===== config.mk =====
export PLATFORM = sky130hd
export DESIGN_NAME = pipelined_addsub
export DESIGN_NICKNAME = d
export VERILOG_FILES = /design/src/rtl/pipelined_addsub.sv
export SDC_FILE = /design/constraint.sdc
export NUM_CORES = 1
export LEC_CHECK = 0
export ABC_AREA = 1
export ABC_CLOCK_PERIOD_IN_PS = 3400
export BUFFER_PORTS_ARGS = -buffer_cell sky130_fd_sc_hd__buf_2
export CAP_MARGIN = 10
export CELL_PAD_IN_SITES_DETAIL_PLACEMENT = 1
export CELL_PAD_IN_SITES_GLOBAL_PLACEMENT = 1
export CORE_MARGIN = 4
export CORE_UTILIZATION = 46
export CTS_CLUSTER_DIAMETER = 200
export DETAILED_ROUTE_END_ITERATION = 8
export MAX_ROUTING_LAYER = met4
export PLACE_DENSITY_LB_ADDON = 0.1
export SYNTH_ARGS = -nofsm -noshare
export SYNTH_HDL_FRONTEND = slang
export SYNTH_SLANG_ARGS = --single-unit

===== constraint.sdc =====
create_clock -name clk -period 3.4 [get_ports clk]
set_input_delay 0.34 -clock clk [delete_from_list [all_inputs] [get_ports clk]]
set_output_delay 0.34 -clock clk [all_outputs]
set_load 0.05 [all_outputs]

===== src/rtl/pipelined_addsub.sv =====
// ---------------------------------------------------------------------------
// pipelined_addsub
//
// Pipelined add/subtract unit for the EX stage. The operand width is cut into
// STAGES equal chunks of CHUNK = WIDTH/STAGES bits. Each stage ripples one
// chunk and registers the carry for the next stage. The operand bits that no
// stage has consumed yet travel alongside in delay registers, and the result
// chunks already produced are carried forward.
//
// Operation select (op):
//   00  a + b
//   01  a - b             (a + ~b + 1)
//   10  a + b + cin
//   11  a - b - !cin      (a + ~b + cin)
//
// Ports
//   clk        in   1      rising-edge clock
//   rst        in   1      synchronous reset, active-high
//   in_valid   in   1      operands valid; transfer when in_valid & in_ready
//   in_ready   out  1      unit can accept this cycle (combinational)
//   a, b       in   WIDTH  operands
//   cin        in   1      carry/borrow input, used by op 10 and 11 only
//   op         in   2      operation select, see above
//   out_valid  out  1      result valid (registered)
//   out_ready  in   1      downstream accepts; transfer when out_valid & out_ready
//   sum        out  WIDTH  result modulo 2^WIDTH (registered)
//   cout       out  1      carry out of the MSB (for subtract: 1 = no borrow)
//   ovf        out  1      signed two's-complement overflow
//   zero       out  1      sum == 0 over the full width
//
// Latency is STAGES cycles and throughput is one op per cycle. The whole
// pipeline advances together whenever the output register is empty or is
// being drained. Otherwise every register, including the outputs, holds.
// ---------------------------------------------------------------------------
module pipelined_addsub #(
  parameter int WIDTH  = 32,
  parameter int STAGES = 4
) (
  input  logic             clk,
  input  logic             rst,
  input  logic             in_valid,
  output logic             in_ready,
  input  logic [WIDTH-1:0] a,
  input  logic [WIDTH-1:0] b,
  input  logic             cin,
  input  logic [1:0]       op,
  output logic             out_valid,
  input  logic             out_ready,
  output logic [WIDTH-1:0] sum,
  output logic             cout,
  output logic             ovf,
  output logic             zero
);

  localparam int CHUNK = WIDTH / STAGES;

  if (STAGES < 1 || STAGES > WIDTH || (WIDTH % STAGES) != 0) begin : g_bad_params
    $error("pipelined_addsub: WIDTH must be a positive multiple of STAGES");
  end

  logic             adv;
  logic [WIDTH-1:0] b_eff;
  logic             c0;

  // One global advance signal: a full output register that is not being
  // drained freezes everything upstream as well.
  assign adv      = !out_valid || out_ready;
  assign in_ready = adv;

  // Subtraction is folded into an add of the inverted operand, so every
  // stage only ever sees a + B' + carry.
  assign b_eff = op[0] ? ~b : b;
  assign c0    = op[1] ? cin : op[0];

  // -------------------------------------------------------------------------
  // Stage valid bits (control only, the only state under reset besides the
  // output register).
  // -------------------------------------------------------------------------
  logic [STAGES-1:0] vld_q;
  logic [STAGES-1:0] vld_d;

  always_comb begin
    vld_d = vld_q;
    if (adv) begin
      vld_d[0] = in_valid;
      for (int i = 1; i < STAGES; i++) begin
        vld_d[i] = vld_q[i-1];
      end
    end
  end

  always_ff @(posedge clk) begin
    if (rst) begin
      vld_q <= '0;
    end else begin
      vld_q <= vld_d;
    end
  end

  assign out_valid = vld_q[STAGES-1];

  // -------------------------------------------------------------------------
  // Datapath stages. Stage k owns bits [LO +: CHUNK]. Its inputs are the
  // not-yet-consumed operand bits [WIDTH-1:LO], the carry from stage k-1 and
  // the result bits [LO-1:0] already produced by stages 0..k-1.
  // -------------------------------------------------------------------------
  for (genvar k = 0; k < STAGES; k++) begin : g_st
    localparam int LO = k * CHUNK;
    localparam int HI = LO + CHUNK;

    logic [WIDTH-1:LO] up_a;
    logic [WIDTH-1:LO] up_b;
    logic              carry_in;
    logic              vld_in;
    logic              load;
    logic [CHUNK-1:0]  chunk_s;
    logic              carry_s;
    logic [HI-1:0]     res_d;

    if (k == 0) begin : g_head
      assign up_a     = a;
      assign up_b     = b_eff;
      assign carry_in = c0;
      assign vld_in   = in_valid;
      assign res_d    = chunk_s;
    end else begin : g_tail
      assign up_a     = g_st[k-1].g_body.a_q;
      assign up_b     = g_st[k-1].g_body.b_q;
      assign carry_in = g_st[k-1].g_body.cy_q;
      assign vld_in   = vld_q[k-1];
      assign res_d    = {chunk_s, g_st[k-1].g_body.res_q};
    end

    assign {carry_s, chunk_s} = {1'b0, up_a[HI-1:LO]} + {1'b0, up_b[HI-1:LO]}
                              + (CHUNK+1)'(carry_in);

    // Registers only load real ops, so a bubble never overwrites the last
    // valid result held at the outputs.
    assign load = adv && vld_in;

    if (k < STAGES-1) begin : g_body
      // ---- stage k -> stage k+1 boundary ----
      logic [WIDTH-1:HI] a_q;
      logic [WIDTH-1:HI] b_q;
      logic [HI-1:0]     res_q;
      logic              cy_q;

      always_ff @(posedge clk) begin
        if (load) begin
          a_q   <= up_a[WIDTH-1:HI];
          b_q   <= up_b[WIDTH-1:HI];
          res_q <= res_d;
          cy_q  <= carry_s;
        end
      end
    end else begin : g_out
      // ---- final stage -> output register boundary ----
      // The top chunk holds the operand sign bits, so overflow is judged on
      // the delayed A and B' rather than on whatever is on the inputs now.
      always_ff @(posedge clk) begin
        if (rst) begin
          sum  <= '0;
          cout <= 1'b0;
          ovf  <= 1'b0;
          zero <= 1'b0;
        end else if (load) begin
          sum  <= res_d;
          cout <= carry_s;
          ovf  <= (up_a[WIDTH-1] == up_b[WIDTH-1]) &&
                  (chunk_s[CHUNK-1] != up_a[WIDTH-1]);
          zero <= ~|res_d;
        end
      end
    end
  end

endmodule


==> results_dict.tcl, run 1 <==
set metrics [dict create \
    outcome "completed" \
    syn_nets 686 \
    vias 4443 \
    setup-tns-final_ns 0 \
    setup_viol 0 \
    syn_inst 579 \
    core_area_mm2 0.0159 \
    synth-edff-count 147 \
    hold_class "in2reg" \
    layout.nets 802 \
    leakage_nw 3.70 \
    slew_violations 0 \
    yosys.area.top_type "edfxtp_1" \
    p_total_mw 5.20 \
    synth_async_sr_flop_share_pct 0 \
    post-cts-setup-buffer-count 0 \
    gp_congestion 0.790 \
    grt_pass1_vias 4812 \
    post-place-ws_ns 0.767 \
    hold_buffers 0 \
    die-area_mm2 0.0185 \
    grt_pass1_wl_um 24400 \
    antenna_found_initial 0 \
    grt-ovfl-total 0 \
    grt_start_max_net_pins 50 \
    stdcell_count 924 \
    drive_gt1_share_pct 22.9 \
    layout_setup_ws_ns 1.22 \
    fp.dieH_um 136 \
    dieWidth_um 136 \
    wire_per_inst_um 16.1 \
    ys_seq_area_share_pct 68.9 \
    synth.distinct_cells 29 \
    ios 108 \
    htreeDepth 4 \
    via_per_inst 4.81 \
    yosysTopAreaCellShare_pct 58.6 \
    ys_ff_latch 186 \
    worst-endpoint-required_ns 3.59 \
    hold_viol 0 \
    totalWireLength_um 14900 \
    first_pass_iters 4 \
    area_growth_syn_to_layout_pct 18.4 \
    max-cap-violations 0 \
    fin_skew_ns 0.00585 \
    cts_root_buf "clkbuf_16" \
    numCtsBuffers 17 \
    ys_top_cells_by_area "edfxtp_1 59%, dfxtp_1 10%, xor2_1 5.8%" \
    powerDensity_mw_per_mm2 582 \
    start_util_pct 47.3 \
    rsz0062_at_grt "false" \
    fmax_mhz 458 \
    io_buffers 107 \
    ys_warn_count 0 \
    crit_arrival_ns 2.37 \
    hpwlAfterDp_um 11000 \
    synth-main-ff-cell "edfxtp_1" \
    drt_iter0_markers 208 \
    clk_latency_ns 0.43 \
    whs_ns 0.0804 \
    clk_pin_slew_ns 0.07 \
    globalRouteTotalUtil_pct 18.0 \
    fin_crit_ns 2.18 \
    ant_nets 0 \
    avgSynthCellArea_um2 13.0 \
    worstSetupPathType "in2reg" \
    worstMarginPinSlew_ns 1.15 \
    start_kind "primary input" \
    peakVddDrop_mv 0.395 \
    endpoint_kind "register" \
    slew_headroom_pct 23.3 \
    clock-sinks 186 \
    ctsResizeCount 0 \
    period_share_pct 64.1 \
    clockBufferDepth 2 \
    diodes 0 \
    rows 46 \
    cts_tree "done" \
    synth_area_mm2 0.00754 \
    crit_path_max_fanout 11 \
    post-route-drc-count 0 \
    placed_cells 892 \
    ys_top_cells_by_count "147 x edfxtp_1, 77 x nor2_1, 51 x nand2_1, 50 x xor2_1, 49 x inv_1" \
    synthMostInstantiatedCell "edfxtp_1" \
]
[registers in the layout (all words and copies together), names as in the netlist]
signal	count
vld_q	4
g_st.g_body.a_q	48
zero	1
g_st.g_body.b_q	48
ovf	1
g_st.g_body.res_q	48
g_st.g_body.cy_q	3
sum	32
cout	1
[area by class of cell]
type | count | area [um^2]
tap | 216 | 270
inverter | 51 | 191
clock buffer | 17 | 425
timing repair buffer | 112 | 573
multi-input combinational | 327 | 2080
fill | 1683 | 7010
sequential | 186 | 5190
clock inverter | 15 | 189
[layout by cell type, fill, tap and decap left out, drive strengths merged, types with 2 or more instances in the layout]
master | netlist | layout
xor2 | 50 | 50
fa | 8 | 8
clkbuf | 8 | 17
edfxtp | 147 | 147
dfxtp | 39 | 39
o21ai | 30 | 30
o211ai | 5 | 5
ha | 28 | 28
bufinv | 0 | 3
clkinv | 0 | 5
a21oi | 31 | 31
o21bai | 6 | 6
nand3b | 2 | 2
buf | 7 | 112
nand4 | 8 | 8
nand3 | 16 | 16
nand2 | 58 | 58
inv | 51 | 57
nor2 | 80 | 80
[critical path, cell delays in order]
cell,delay [ns]
buf_2,0.20
mux2_2,0.31
fa_1,0.41
fa_1,0.42
nand3_1,0.09
nand3_1,0.12
a21oi_1,0.16
o21bai_1,0.11
a21oi_1,0.14
o21bai_1,0.07
[through the flow]
stage	instance area, um^2	utilization (%)
finish	8930	56.0
global route	8930	56.0
CTS	8930	56.0
detailed placement	8310	52.2
global placement	8310	52.2
floorplan	7540	-
[routing by layer]
metal | vias up | track usage (%) | wire, um
met3 | 22 | 3.22 | 557
met2 | 97 | 29.6 | 7430
li1 | 2214 | - | -
met1 | 2110 | 22.6 | 6660
met4 | 0 | 6.33 | 266
met5 | - | - | 0
[power breakdown]
group | leakage [nW] | internal, mW | total [mW] | switching [mW]
Sequential | 1.71 | 2.63 | 2.68 | 0.0483
Combinational | 1.69 | 0.170 | 0.483 | 0.313
Clock | 0.297 | 1.17 | 2.03 | 0.861
[final timing paths]
path                              to  cells past startpoint                     from  slack [ns]
max              g_st[0].g_body.cy_q                     10                    op[0]        1.22
max reg2reg      g_st[1].g_body.cy_q                     10    g_st[0].g_body.a_q[8]        1.23
min           g_st[0].g_body.a_q[12]                      1                    a[12]        0.08
min reg2reg  g_st[2].g_body.res_q[5]                      0  g_st[1].g_body.res_q[5]        0.42
[cell families after synthesis]
| group | count (synthesis) | share of synthesized area (%) |
|---|---|---|
| AO/OA/AOI/OAI | 73 | 5.33 |
| flip-flops | 186 | 68.9 |
| adder cells (fa/ha/maj) | 36 | 6.77 |
| multiplexers | 1 | 0.149 |
| buffers and inverters | 66 | 3.44 |
| AND/OR/NAND/NOR | 166 | 9.48 |
| XOR/XNOR | 51 | 5.93 |
No activity file was read; power rests on OpenSTA's default activity.
==> run 2: changes to the inputs <==
--- a/config.mk
+++ b/config.mk
@@ -6,13 +6,13 @@
 export NUM_CORES = 1
 export LEC_CHECK = 0
 export ABC_AREA = 1
-export ABC_CLOCK_PERIOD_IN_PS = 3400
+export ABC_CLOCK_PERIOD_IN_PS = 1900
 export BUFFER_PORTS_ARGS = -buffer_cell sky130_fd_sc_hd__buf_2
 export CAP_MARGIN = 10
 export CELL_PAD_IN_SITES_DETAIL_PLACEMENT = 1
 export CELL_PAD_IN_SITES_GLOBAL_PLACEMENT = 1
 export CORE_MARGIN = 4
-export CORE_UTILIZATION = 46
+export CORE_UTILIZATION = 42
 export CTS_CLUSTER_DIAMETER = 200
 export DETAILED_ROUTE_END_ITERATION = 8
 export MAX_ROUTING_LAYER = met4
==> constraint.sdc (replaced) <==
create_clock -name clk -period 1.9 [get_ports clk]
set_input_delay 0.19 -clock clk [delete_from_list [all_inputs] [get_ports clk]]
set_output_delay 0.19 -clock clk [all_outputs]
set_load 0.05 [all_outputs]
==> results_dict.tcl, run 2 (synthesis results as in run 1) <==
set metrics [dict create \
    hpwlAfterDp_um 10800 \
    outcome "finished with violations" \
    final_common_cell "edfxtp_1" \
    totalWireLength_um 14600 \
    power.switching_mw 2.08 \
    layout.nets 846 \
    ant_nets 0 \
    grt-ovfl-total 0 \
    crit_path_max_fanout 4 \
    fmax_mhz 498 \
    dieWidth_um 142 \
    powerDensity_mw_per_mm2 973 \
    die-area_mm2 0.0202 \
    hold_class "in2reg" \
    htreeDepth 4 \
    grt_pass1_wl_um 24700 \
    grt_pass1_vias 5052 \
    fin_crit_ns 2.01 \
    clk_pin_slew_ns 0.06 \
    io_buffers 107 \
    slew_violations 0 \
    start_util_pct 43.3 \
    drt_iter0_markers 215 \
    setup_viol 3 \
    layout_setup_ws_ns -0.106 \
    core_area_mm2 0.0174 \
    crit_arrival_ns 2.36 \
    hold_viol 0 \
    worst-endpoint-required_ns 2.26 \
    leakage_nw 3.88 \
    via_per_inst 4.70 \
    slowest_delay_ns 0.42 \
    area_growth_syn_to_layout_pct 25.3 \
    power.share.sequential_pct 52.2 \
    post-place-ws_ns -0.305 \
    stdcell_count 977 \
    layout_common_cells "147 x edfxtp_1, 107 x buf_2, 76 x nor2_1, 49 x xor2_1, 47 x nand2_1" \
    p_comb_share_pct 10.7 \
    numCtsBuffers 17 \
    rows 48 \
    final_area_mm2 0.00944 \
    vias 4593 \
    violations "setup timing" \
    sw_frac_of_total_pct 22.6 \
    period_share_pct 106 \
    crit_top_cell "nor2_2" \
    start_kind "register" \
    grt_start_max_net_pins 58 \
    ios 108 \
    peakVddDrop_mv 0.630 \
    reg_top3 "g_st.g_body.a_q x48, g_st.g_body.b_q x48, g_st.g_body.res_q x48" \
    cts_tree "done" \
    path_cells "fa_2, fa_2, nand2_2, nand2_2, nor2_2, nand2_1, nor2_2, nand3_2, nor2_2, nand3_2, a21oi_2" \
    placed_cells 920 \
    worstMarginPinSlew_ns 0.376 \
    p_total_mw 9.19 \
    first_pass_iters 4 \
    diodes 0 \
    fp.dieH_um 142 \
    drive_gt1_share_pct 27.9 \
    cts_root_buf "clkbuf_16" \
    endpoint_kind "register" \
    slew_headroom_pct 74.9 \
    max-cap-violations 0 \
    intPower_mw 7.11 \
    globalRouteTotalUtil_pct 16.2 \
    fin_skew_ns 0.00600 \
    clkPwrFrac_pct 37.2 \
    dpl_cell_area_mm2 0.00856 \
    gp_congestion 0.779 \
    post-route-drc-count 0 \
    clock-sinks 186 \
    slowest_stage "fa_2" \
    wire_per_inst_um 15.0 \
    clockBufferDepth 2 \
    rsz0062_at_grt "true" \
    clk_latency_ns 0.42 \
    worstSetupPathType "reg2reg" \
    antenna_found_initial 0 \
]
==> run 2: stage by stage <==
step                      hold WS [ns]  util, %  setup TNS, ns
after global placement           0.366     49.1          -1.18
after floorplan                  0.289        -         -0.467
after CTS                       0.0457     54.0         -0.283
final                           0.0644     54.2         -0.182
after detailed placement         0.368     49.1          -1.75
after global routing            0.0500     54.2         -0.998
==> run 2: path summary, 6_finish.rpt <==
check,to,slack [ns],cells past startpoint,from
max,zero,-0.11,11,g_st[2].g_body.cy_q
min,g_st[0].g_body.b_q[29],0.06,2,b[29]
max reg2reg,zero,-0.11,11,g_st[2].g_body.cy_q
min reg2reg,g_st[1].g_body.res_q[1],0.42,0,g_st[0].g_body.res_q[1]
==> run 2: power groups by stage <==
stage	clock network [mW]	logic (mW)	registers (mW)
6_report	3.41	0.981	4.79
5_1_grt	3.71	1.11	4.82
4_1_cts	3.52	0.988	4.80
3_5_place_dp	0	0.931	4.89
3_3_place_gp	0	0.887	4.87
2_1_floorplan	0	0.524	4.94
==> run 2: repair_timing <==
action | in CTS | in global routing
hold endpoints to repair | 24 | 0
hold buffers | 24 | 0
buffers inserted | 0 | 1
gates resized for setup | 12 | 11
pin swaps | 6 | 9
endpoints found under the setup margin | 7 | 12
==> run 2: area by class of cell <==
| class | instances | area (um^2) |
|---|---|---|
| clock buffer | 21 | 460 |
| clock inverter | 11 | 120 |
| fill | 1780 | 7970 |
| inverter | 51 | 199 |
| multi-input combinational | 327 | 2180 |
| sequential | 186 | 5200 |
| tap | 225 | 282 |
| timing repair buffer | 156 | 1000 |
==> run 2: metal layers <==
layer,up-vias,GRT usage (%),share of wire [%]
met5,-,-,0
met4,0,5.76,1.6
met3,18,2.72,4.0
met2,95,26.7,49
met1,2179,20.4,45
li1,2301,-,-
==> run 2: worst max-delay path: cells and delay by family (launching register included) <==
family,cells,cell delay (ns)
fa+ha+maj,2,0.84
simple gates,8,0.59
flops,1,0.41
compound gates,1,0.11
==> run 3: changes to the inputs <==
--- a/config.mk
+++ b/config.mk
@@ -5,7 +5,6 @@
 export SDC_FILE = /design/constraint.sdc
 export NUM_CORES = 1
 export LEC_CHECK = 0
-export ABC_AREA = 1
 export ABC_CLOCK_PERIOD_IN_PS = 1900
 export BUFFER_PORTS_ARGS = -buffer_cell sky130_fd_sc_hd__buf_2
 export CAP_MARGIN = 10
@@ -13,7 +12,6 @@
 export CELL_PAD_IN_SITES_GLOBAL_PLACEMENT = 1
 export CORE_MARGIN = 4
 export CORE_UTILIZATION = 42
-export CTS_CLUSTER_DIAMETER = 200
 export DETAILED_ROUTE_END_ITERATION = 8
 export MAX_ROUTING_LAYER = met4
 export PLACE_DENSITY_LB_ADDON = 0.1
==> results_dict.tcl, run 3 <==
set metrics [dict create \
    intPower_mw 7.10 \
    leakage_nw 3.68 \
    ys_seq_area_share_pct 70.6 \
    first_pass_iters 4 \
    max-cap-violations 0 \
    post-route-drc-count 0 \
    die-area_mm2 0.0197 \
    power.switching_mw 2.10 \
    slew_headroom_pct 69.6 \
    p_comb_share_pct 10.7 \
    powerDensity_mw_per_mm2 972 \
    layout.nets 797 \
    clk_latency_ns 0.43 \
    final_area_mm2 0.00946 \
    power.share.sequential_pct 51.9 \
    start_kind "register" \
    grt_pass1_wl_um 24800 \
    gp_congestion 0.809 \
    core_area_mm2 0.0172 \
    syn_inst 515 \
    ys_top_cells_by_count "147 x edfxtp_1, 75 x nand2_1, 48 x a21oi_1, 39 x dfxtp_1, 39 x xor2_1" \
    yosys.area.top_type "edfxtp_1" \
    clockBufferDepth 2 \
    outcome "finished with violations" \
    reg_top3 "g_st.g_body.a_q x48, g_st.g_body.b_q x48, g_st.g_body.res_q x48" \
    ant_nets 0 \
    hold_class "in2reg" \
    fmax_mhz 431 \
    rsz0062_at_grt "true" \
    cts_root_buf "clkbuf_16" \
    yosysTopAreaCellShare_pct 60.0 \
    rows 48 \
    worstSetupPathType "reg2reg" \
    violations "setup timing" \
    drive_gt1_share_pct 33.0 \
    diodes 0 \
    setup_viol 13 \
    slew_violations 0 \
    htreeDepth 4 \
    ys_ff_latch 186 \
    crit_path_max_fanout 3 \
    fin_util_pct 54.9 \
    syn_nets 622 \
    synth_area_mm2 0.00736 \
    drt_iter0_markers 169 \
    grt_start_max_net_pins 58 \
    fp.dieH_um 140 \
    avgSynthCellArea_um2 14.3 \
    layout_setup_ws_ns -0.419 \
    antenna_found_initial 0 \
    grt_pass1_vias 4940 \
    synth-main-ff-cell "edfxtp_1" \
    p_total_mw 9.20 \
    ios 108 \
    synth_async_sr_flop_share_pct 0 \
    final_common_cell "edfxtp_1" \
    wire_per_inst_um 16.1 \
    totalWireLength_um 14900 \
    endpoint_kind "register" \
    synthMostInstantiatedCell "edfxtp_1" \
    clock-sinks 186 \
    whs_ns 0.0284 \
    via_per_inst 4.81 \
    worstMarginPinSlew_ns 0.455 \
    numCtsBuffers 17 \
    ys_top_cells_by_area "edfxtp_1 60%, dfxtp_1 11%, ha_1 4.8%" \
    hpwlAfterDp_um 10500 \
    crit_arrival_ns 2.66 \
    ys_warn_count 0 \
    io_buffers 107 \
    setup-tns-final_ns -2.14 \
    clkPwrFrac_pct 37.4 \
    area_growth_syn_to_layout_pct 28.7 \
    clk_pin_slew_ns 0.07 \
    start_util_pct 42.7 \
    dpl_cell_area_mm2 0.00846 \
    worst-endpoint-required_ns 2.24 \
    cts_tree "done" \
    peakVddDrop_mv 0.697 \
    fin_skew_ns 0.0154 \
    globalRouteTotalUtil_pct 16.8 \
    grt-ovfl-total 0 \
    dieWidth_um 140 \
    vias 4462 \
    sw_frac_of_total_pct 22.8 \
    fin_crit_ns 2.32 \
    layout_common_cells "147 x edfxtp_1, 107 x buf_2, 73 x nand2_1, 39 x dfxtp_1, 38 x xor2_1" \
    hold_viol 0 \
    period_share_pct 122 \
    synth-edff-count 147 \
    synth.distinct_cells 35 \
]
==> run 3: cell type report <==
cell class | count | area [um^2]
Clock buffer | 19 | 433
Clock inverter | 13 | 144
Fill cell | 1724 | 7770
Inverter | 16 | 60.1
Multi-Input combinational cell | 297 | 2220
Sequential cell | 186 | 5190
Tap cell | 225 | 282
Timing Repair Buffer | 172 | 1130
==> run 3: critical path, stage by stage (launching register included) <==
cell	delay [ns]
edfxtp_1	0.41
fa_2	0.43
fa_2	0.38
a211oi_2	0.24
o21ai_2	0.10
o21ai_2	0.08
xor2_1	0.24
nand4_1	0.14
o31ai_2	0.21
==> run 3: logic make-up after synthesis <==
family / after synthesis / share of synthesized area [%]
buffers and inverters: 32 / 1.79
and+or+nand+nor: 121 / 7.11
DFF: 186 / 70.6
xor gates and xnor gates: 55 / 6.55
AOI/OAI and AO/OA: 81 / 6.43
muxes: 4 / 0.561
adders and majority gates: 36 / 6.94
==> run 3: routing by layer <==
layer | GRT usage (%) | part of all wire [%]
met3 | 4.34 | 4.2
met5 | - | 0
met4 | 5.10 | 1.3
met1 | 18.3 | 41
met2 | 29.9 | 54
==> run 3: power by group through the flow <==
| stage | Combinational [mW] | Sequential, mW | Clock (mW) |
|---|---|---|---|
| 6_report | 0.980 | 4.78 | 3.44 |
| 5_1_grt | 1.09 | 4.80 | 3.73 |
| 4_1_cts | 0.963 | 4.78 | 3.55 |
| 3_5_place_dp | 0.886 | 4.87 | 0 |
| 3_3_place_gp | 0.852 | 4.85 | 0 |
| 2_1_floorplan | 0.515 | 4.89 | 0 |
==> run 3: per-stage QoR <==
step	instances	setup WS, ns
after floorplan	515	-0.360
after global placement	865	-0.352
after detailed placement	865	-0.452
after CTS	925	-0.411
after global routing	928	-0.486
final	928	-0.419
==> run 3: what timing repair did <==
action | 4_1_cts | 5_1_grt
pin swaps | 17 | 17
hold buffers | 24 | 0
buffers inserted | 4 | 6
endpoints found under the setup margin | 15 | 20
resized for setup | 24 | 22
hold endpoints to repair | 24 | 0
==> run 3: path summary, 6_finish.rpt <==
kind	from	end	slack, ns	cells after the start
setup / recovery	g_st[2].g_body.a_q[24]	zero	-0.42	8
hold / removal	in_valid	vld_q[0]	0.03	3
setup reg to reg	g_st[2].g_body.a_q[24]	zero	-0.42	8
hold reg to reg	g_st[1].g_body.a_q[31]	g_st[2].g_body.a_q[31]	0.41	0
